$ cat src/rtl/countdown_pkg.sv
// Shared definitions for the millisecond countdown timer: FSM state encoding
// and default timing/width constants.
package countdown_pkg;

    localparam int unsigned CLK_PER_MS_DEF = 50000;
    localparam int unsigned WIDTH_DEF      = 32;

    typedef logic [1:0] state_t;

    localparam state_t ST_IDLE    = 2'd0;
    localparam state_t ST_RUN     = 2'd1;
    localparam state_t ST_PAUSED  = 2'd2;
    localparam state_t ST_EXPIRED = 2'd3;

endpackage

$ cat src/rtl/countdown_timer_ms_ticker.sv
// Millisecond prescaler: counts enabled clock cycles and strobes tick on the
// last cycle of each millisecond, holding its count while disabled.
module ms_ticker #(
    parameter int unsigned CLK_PER_MS = 50000
) (
    input  logic clk,
    input  logic rst,
    input  logic en,
    input  logic clr,
    output logic tick
);

    localparam int unsigned CNT_W = (CLK_PER_MS > 1) ? $clog2(CLK_PER_MS) : 1;
    localparam logic [CNT_W-1:0] LAST = CNT_W'(CLK_PER_MS - 1);

    logic [CNT_W-1:0] cnt;

    // Combinational so the FSM sees the tick in the same cycle the count wraps.
    assign tick = en && (cnt == LAST);

    always_ff @(posedge clk) begin
        if (rst || clr) begin
            cnt <= '0;
        end else if (en) begin
            cnt <= (cnt == LAST) ? '0 : cnt + 1'b1;
        end
    end

endmodule

$ cat src/rtl/countdown_timer.sv
// Loadable millisecond countdown timer with pause, cancel and expiry
// reporting; the prescaler lives in ms_ticker, all sequencing lives here.
module countdown_timer
    import countdown_pkg::*;
#(
    parameter int unsigned CLK_PER_MS = CLK_PER_MS_DEF,
    parameter int unsigned WIDTH      = WIDTH_DEF
) (
    input  logic             clk,
    input  logic             rst,
    input  logic             load_valid,
    input  logic [WIDTH-1:0] load_value,
    output logic             load_ready,
    input  logic             pause,
    input  logic             cancel,
    output logic [WIDTH-1:0] remaining,
    output logic             busy,
    output logic             expired,
    output logic             expired_pulse
);

    state_t           state;
    state_t           state_nxt;
    logic [WIDTH-1:0] remaining_nxt;
    logic             pulse_nxt;
    logic             apply_tick;
    logic             load_acc;
    logic             tick;
    logic             tick_en;
    logic             tick_clr;

    assign load_ready = ((state == ST_IDLE) || (state == ST_EXPIRED)) && !cancel;
    assign load_acc   = load_valid && load_ready;

    // PAUSED with pause released counts too, so a pause costs exactly its
    // own length and no extra resume cycle.
    assign tick_en  = ((state == ST_RUN) || (state == ST_PAUSED)) && !pause && !cancel;
    assign tick_clr = cancel || load_acc;

    ms_ticker #(
        .CLK_PER_MS(CLK_PER_MS)
    ) u_ticker (
        .clk (clk),
        .rst (rst),
        .en  (tick_en),
        .clr (tick_clr),
        .tick(tick)
    );

    always_comb begin
        state_nxt     = state;
        remaining_nxt = remaining;
        pulse_nxt     = 1'b0;
        apply_tick    = 1'b0;
        if (cancel) begin
            state_nxt     = ST_IDLE;
            remaining_nxt = '0;
        end else begin
            case (state)
                ST_IDLE, ST_EXPIRED: begin
                    if (load_acc) begin
                        remaining_nxt = load_value;
                        if (load_value == '0) begin
                            state_nxt = ST_EXPIRED;
                            pulse_nxt = 1'b1;
                        end else begin
                            state_nxt = ST_RUN;
                        end
                    end
                end
                ST_RUN: begin
                    if (pause) begin
                        state_nxt = ST_PAUSED;
                    end else begin
                        apply_tick = tick;
                    end
                end
                ST_PAUSED: begin
                    if (!pause) begin
                        state_nxt  = ST_RUN;
                        apply_tick = tick;
                    end
                end
                default: begin
                    state_nxt     = ST_IDLE;
                    remaining_nxt = '0;
                end
            endcase
            // Saturating decrement: the last millisecond lands on zero and expires.
            if (apply_tick) begin
                if (remaining <= WIDTH'(1)) begin
                    remaining_nxt = '0;
                    state_nxt     = ST_EXPIRED;
                    pulse_nxt     = 1'b1;
                end else begin
                    remaining_nxt = remaining - 1'b1;
                end
            end
        end
    end

    always_ff @(posedge clk) begin
        if (rst) begin
            state         <= ST_IDLE;
            remaining     <= '0;
            busy          <= 1'b0;
            expired       <= 1'b0;
            expired_pulse <= 1'b0;
        end else begin
            state         <= state_nxt;
            remaining     <= remaining_nxt;
            busy          <= (state_nxt == ST_RUN) || (state_nxt == ST_PAUSED);
            expired       <= (state_nxt == ST_EXPIRED);
            expired_pulse <= pulse_nxt;
        end
    end

endmodule

$ cat config.mk
export PLATFORM = sky130hd
export DESIGN_NAME = countdown_timer
export DESIGN_NICKNAME = d
export VERILOG_FILES = /design/src/rtl/countdown_pkg.sv /design/src/rtl/countdown_timer_ms_ticker.sv /design/src/rtl/countdown_timer.sv
export SDC_FILE = /design/constraint.sdc
export NUM_CORES = 1
export LEC_CHECK = 0
export BUFFER_PORTS_ARGS = -buffer_cell sky130_fd_sc_hd__buf_2
export CORE_ASPECT_RATIO = 0.75
export CORE_UTILIZATION = 25
export DETAILED_ROUTE_END_ITERATION = 7
export GPL_TIMING_DRIVEN = 0
export MAX_ROUTING_LAYER = met4
export PLACE_DENSITY = 0.4
export SLEW_MARGIN = 20
export SYNTH_ARGS = -nofsm -noshare
export SYNTH_HDL_FRONTEND = slang
export SYNTH_SLANG_ARGS = --single-unit
$ cat constraint.sdc
create_clock -name clk -period 3.51 [get_ports clk]
set_input_delay 0.1755 -clock clk [delete_from_list [all_inputs] [get_ports clk]]
set_output_delay 0.1755 -clock clk [all_outputs]
set_load 0.05 [all_outputs]
======== Word-level counts from Yosys, hierarchy flattened ========
Cells that the tools add are included.
word-level totals
  bits in registers ....................... 53
  input bits .............................. 37
  output and inout bits ................... 36
  logic and storage cells ................. 57
operators by class
  add/sub/neg operators ................... 2
  magnitude comparators ................... 1
  equal/unequal tests ..................... 7
  mux-type cells .......................... 21
  reduce and logical (&&, ||, !) cells .... 20
operators with widths
  cell                                                                                count
  32-bit 2-to-1 mux                                                                   4
  32-bit by 1-bit less-or-equal comparator with 1-bit output (second input constant)  1
  32-bit zero test                                                                    1
  32-bit by 1-bit subtractor with 32-bit output (second input constant)               1
  16-bit by 1-bit adder with 16-bit output (second input constant)                    1
  16-bit equality test (second input constant)                                        1
  16-bit 2-to-1 mux                                                                   1
  2-bit 2-to-1 mux                                                                    7
  2-bit equality test (second input constant)                                         4
  1-bit 2-to-1 mux                                                                    8
  2-bit one-hot mux with 3 select lines                                               1
  2-bit OR reduction                                                                  3
  1-bit logical AND                                                                   5
  1-bit logical OR                                                                    5
  2-bit by 1-bit equality test with 1-bit output (second input constant)              2
  2-bit nonzero test                                                                  2
  1-bit zero test                                                                     2
  2-bit zero test                                                                     1
  2-bit AND reduction                                                                 1

======== Logic depth before layout (Yosys ltp) ========
  depth in word-level cells ............... 12
  mapped depth ............................ 11

======== Hierarchy ========
Synthesis repeated with hierarchy kept, for this count alone.
second synthesis, totals
  cell total of the unflattened synthesis .. 438
  area, all modules ....................... 3281.9 µm²
by module, submodules not included
  module           instances  cells each  area each (µm²)  sequential area each (µm²)
  countdown_timer  1          355         2542.4           740.7
  ms_ticker        1          83          739.5            320.3

======== Worst setup path after synthesis ========
No wires, ideal clock.
  path kind ............................... register to register
  start ................................... register state[0]
  end ..................................... register busy
  data arrival time ....................... 3.078 ns
  data required time ...................... 3.396 ns
  path slack .............................. 0.318 ns
  cell stages (with the launch flop) ...... 11
  period minus slack after synthesis ...... 3.192 ns
  path through ............................ dfxtp_1 > inv_1 > ha_1 > nor2b_1 > nand2_1 > or4_1 > a21oi_1 > a21oi_1 > nor2_1 > ha_1 > nor2b_1
between the ends
  elaborated cells between the ends (all ways) .. 26
RTL lines
  what                                                                                          line                    text
  start: declaration                                                                            countdown_timer.sv:22   state_t state;
  start signal: assignment                                                                      countdown_timer.sv:110  state <= state_nxt;
  2-bit equality test / 2-bit zero test (equally long branches)                                 countdown_timer.sv:32   assign load_ready = ((state == ST_IDLE) || (state == ST_EXPIRED)) && !cancel;
  1-bit logical OR *                                                                            countdown_timer.sv:32
  1-bit logical AND *                                                                           countdown_timer.sv:32
  net load_ready                                                                                countdown_timer.sv:13   output logic load_ready,
  1-bit logical AND *                                                                           countdown_timer.sv:33   assign load_acc = load_valid && load_ready;
  2-bit 2-to-1 mux *                                                                            countdown_timer.sv:61   if (load_acc) begin
  2-bit one-hot mux with 3 select lines *                                                       countdown_timer.sv:59   case (state)
  2-bit 2-to-1 mux                                                                              countdown_timer.sv:91   if (remaining <= WIDTH'(1)) begin
  2-bit 2-to-1 mux *                                                                            countdown_timer.sv:90   if (apply_tick) begin
  2-bit 2-to-1 mux *                                                                            countdown_timer.sv:55   if (cancel) begin
  net state_nxt[1]                                                                              countdown_timer.sv:23   state_t state_nxt;
  2-bit by 1-bit equality test with 1-bit output / 2-bit equality test (equally long branches)  countdown_timer.sv:112  busy <= (state_nxt == ST_RUN) || (state_nxt == ST_PAUSED);
  1-bit logical OR *                                                                            countdown_timer.sv:112
  end signal: assignment                                                                        countdown_timer.sv:112
  end: declaration                                                                              countdown_timer.sv:17   output logic busy,
The timed path passes the listed nets; every way through them passes the cells marked *. The select of a mux whose other input is x is not followed.
A chain may end at the register's enable or synchronous reset.

======== Worst setup path after layout ========
  start ................................... register state[0]
  end ..................................... register busy
between the ends
  word-level cells in the longest chain between the ends .. 12
  elaborated cells between the ends (all ways) .. 26
ends and longest elaborated chain
  what                                                                                          line                                          text
  2-bit by 1-bit equality test with 1-bit output / 2-bit equality test (equally long branches)  countdown_timer.sv:37, countdown_timer.sv:59
  1-bit logical OR                                                                              countdown_timer.sv:37                         assign tick_en = ((state == ST_RUN) || (state == ST_PAUSED)) && !pause && !cancel;
  1-bit logical AND (2 in a row)                                                                countdown_timer.sv:37
  1-bit logical AND                                                                             countdown_timer_ms_ticker.sv:19               assign tick = en && (cnt == LAST);
  1-bit 2-to-1 mux                                                                              countdown_timer.sv:72, countdown_timer.sv:79
  1-bit 2-to-1 mux                                                                              -
  1-bit 2-to-1 mux                                                                              countdown_timer.sv:55
  2-bit 2-to-1 mux *                                                                            countdown_timer.sv:90
  2-bit 2-to-1 mux *                                                                            countdown_timer.sv:55
  net state_nxt[1]                                                                              countdown_timer.sv:23
  2-bit by 1-bit equality test with 1-bit output / 2-bit equality test (equally long branches)  countdown_timer.sv:112
  1-bit logical OR *                                                                            countdown_timer.sv:112
Marked as above.

==> impl_metrics.py <==
metrics = {
    "critical_path": {
        "crit_path_cell_trace": "inv_1 -> ha_1 -> nor4b_4 -> nand4_2 -> nor2_1 -> clkbuf_1 -> a21oi_1 -> nor2_1 -> ha_1 -> nor2b_1",
        "critPathMaxStageDelay_ps": 540,
        "r2r_start": "state[0]",
        "crit_slowest_cell": "clkbuf_1",
        "r2r_setup_slack_ps": 570,
        "arrival_ps": 3140,
        "crit_required_ps": 3710,
        "timing.rr.end": "busy",
        "critPathLaunchType": "register",
        "path_max_fanout": 10,
        "r2r_cells": 10,
        "crit_type": "reg -> reg",
        "endpoint_kind": "register",
    },
    "timing": {
        "tns_ps": 0,
        "finalClockSkew_ps": 12.4,
        "fin_ws_ps": 566,
        "whs_ps": 81.1,
        "fmax_mhz": 340,
        "final_hold_viol_count": 0,
        "finalMaxSlewViolations": 0,
        "relSlewSlack_pct": 42.4,
        "rsz0062_at_grt": "no",
        "tightest_slew_ps": 861,
        "period_share_pct": 83.9,
        "min_period_ps": 2940,
        "setup_viol": 0,
    },
    "logic_synthesis": {
        "syn_area_um2": 3250,
        "ys.flop_type": "dfxtp_1",
        "synth-seq-cells": 53,
        "synth_edf_count": 0,
        "netlist_instances": 437,
        "syn_area_per_cell_um2": 7.43,
        "async_reset_ff_share_pct": 0,
        "synth_nets": 480,
        "synth_top_cell_by_area": "dfxtp_1",
        "ys_warn_count": 0,
        "synth_top_area_share_pct": 32.7,
        "yosysUniqueCellTypes": 62,
        "synth_area_leaders": "dfxtp_1, nor2_1, a21oi_1",
        "ys_seq_area_share_pct": 32.7,
    },
    "clock_tree": {
        "cts_hold_buf": 0,
        "worstSkewPairLatency_ps": 300,
        "cts_tree": "done",
        "clock_path_buffers": 2,
        "cts_made_buffers": 5,
        "cts_setup_buffers": 0,
        "cts_resized": 0,
        "cts_root_buf": "clkbuf_16",
        "htreeDepth": 2,
        "clkTransAtPathRegs_ps": 70,
        "clock_sinks": 53,
    },
    "worst_hold_path": {
        "min_delay_path_depth": 2,
        "worstHoldEndpoint": "busy",
        "hold_path.class": "in -> reg",
        "min_from": "rst",
    },
    "grt": {
        "grt_antenna_before_repair": 0,
        "grt.overflow.total": 0,
        "grt_start_max_net_pins": 16,
        "grt_first_pass_wirelength_um": 19000,
        "grt_use_total_pct": 19.3,
        "first_global_vias": 3259,
    },
    "route": {
        "drtIter0Drc": 217,
        "viasPerCell": 5.05,
        "wl_per_cell_um": 17.6,
        "finalWirelength_um": 12000,
        "drtPass1Iterations": 4,
        "detail-route-antenna-nets": 0,
        "vias": 3449,
        "drc": 0,
    },
    "power_and_ir_drop": {
        "ir_drop_v": 0.000213,
        "combPwrFrac_pct": 22.8,
        "p_switching_uw": 509,
        "netSwitchingFraction_pct": 31.9,
        "clockPowerShare_pct": 37.7,
        "seqPwrFrac_pct": 39.6,
        "p_leak_nw": 1.59,
        "p_per_area_nw_per_um2": 401,
        "p_total_mw": 1.60,
        "p_int_mw": 1.09,
    },
    "floorplan": {
        "die_area_um2": 13400,
        "io_pins": 73,
        "die_w_um": 134,
        "coreArea_um2": 12500,
        "die_height_um": 101,
        "rows": 35,
        "start_util_pct": 26.0,
    },
    "cells_and_area": {
        "antennaDiodeCount": 0,
        "layout_commonest_cell": "nor2_1",
        "syn_to_final_growth_pct": 22.8,
        "final_cell_mix": "nor2_1, buf_2, nand2_1, dfxtp_1, a21oi_1",
        "fillers": 1347,
        "nets": 559,
        "regArea_um2": 1060,
        "drive_above_1_share_pct": 19.9,
        "multi_input_area_um2": 2060,
    },
    "place": {
        "io_buffers": 72,
        "place_ws_ps": 581,
        "finalWeightedCongestion": 0.845,
        "dp_hpwl_um": 9200,
    },
    "run_status": {
        "status": "completed",
    },
    "flow_run": {
        "drv_cap": 0,
    },
}
## critical path: cells and delay by family (launching register included)
family	cells	cell delay [ps]
AOI/OAI and AO/OA	1	230
and+or+nand+nor	5	1010
buffers and inverters	2	600
DFF	1	370
adders and majority gates	2	630
## registers in the layout, indices dropped and copies added, names as in the netlist
| name | cells |
|---|---|
| state | 2 |
| remaining | 32 |
| expired_pulse | 1 |
| expired | 1 |
| u_ticker.cnt | 16 |
| busy | 1 |
## synthesized netlist by cell type (all sizes together) (4+ instances only)
master / n
nor3: 25
and3: 4
a21oi: 52
o21ai: 12
ha: 6
nand4b: 6
xnor2: 10
nand3: 10
nand2: 57
a21o: 4
dfxtp: 53
nor2: 78
nor4: 17
buf: 7
or4: 4
xor2: 18
inv: 11
clkbuf: 12
nand4: 9
## power groups by stage
| stage | Combinational (mW) | Sequential [mW] | Clock [mW] |
|---|---|---|---|
| 4_1_cts | 0.362 | 0.633 | 0.620 |
| 2_1_floorplan | 0.208 | 0.682 | 0 |
| 3_5_place_dp | 0.360 | 0.647 | 0 |
| 6_report | 0.364 | 0.633 | 0.602 |
| 3_3_place_gp | 0.360 | 0.647 | 0 |
| 5_1_grt | 0.398 | 0.636 | 0.644 |
## layer usage
metal / up-vias / wire length (µm) / track usage, %
li1: 1706 / - / -
met1: 1612 / 6450 / 28.7
met2: 124 / 4800 / 27.4
met3: 7 / 703 / 2.77
met4: 0 / 90 / 3.67
met5: - / 0 / -
## kinds of logic (layout without fill, tap and decap cells)
group / Yosys count / count (layout) / synth area share, %
buffers and inverters: 30 / 110 / 3.97
xor gates and xnor gates: 28 / 28 / 7.56
and+or+nand+nor: 227 / 227 / 36.3
adders and majority gates: 6 / 6 / 2.31
muxes: 1 / 1 / 0.308
AOI/OAI and AO/OA: 92 / 92 / 16.9
DFF: 53 / 53 / 32.7
## how the worst max path moves through the flow
stage / depth (start not counted) / startpoint / endpoint / slack [ps]
after floorplan: 10 / state[0] / busy / 320
final: 10 / state[0] / busy / 570
after detailed placement: 10 / state[0] / busy / 580
after CTS: 10 / state[0] / busy / 540
after global placement: 10 / state[0] / busy / 560
after global routing: 10 / state[0] / busy / 300
## stage by stage
| stage | std cells | util, % | area [µm²] |
|---|---|---|---|
| finish | 683 | 31.9 | 3990 |
| floorplan | 437 | - | 3250 |
| global placement | 675 | 30.6 | 3810 |
| detailed placement | 675 | 30.6 | 3810 |
| global route | 683 | 31.9 | 3990 |
| CTS | 683 | 31.9 | 3990 |
## layout make-up
| cell class | instances | share of cell area, % |
|---|---|---|
| plain buffers | 19 | 2.20 |
| clock buffers | 7 | 3.58 |
| inverters | 11 | 1.04 |
| clock inverters | 1 | 0.753 |
| repair buffers | 72 | 9.04 |
| well taps | 166 | 5.21 |
| multi-input cells | 354 | 51.6 |
| flip-flops and latches | 53 | 26.6 |
No activity file was read; power rests on OpenSTA's default activity.
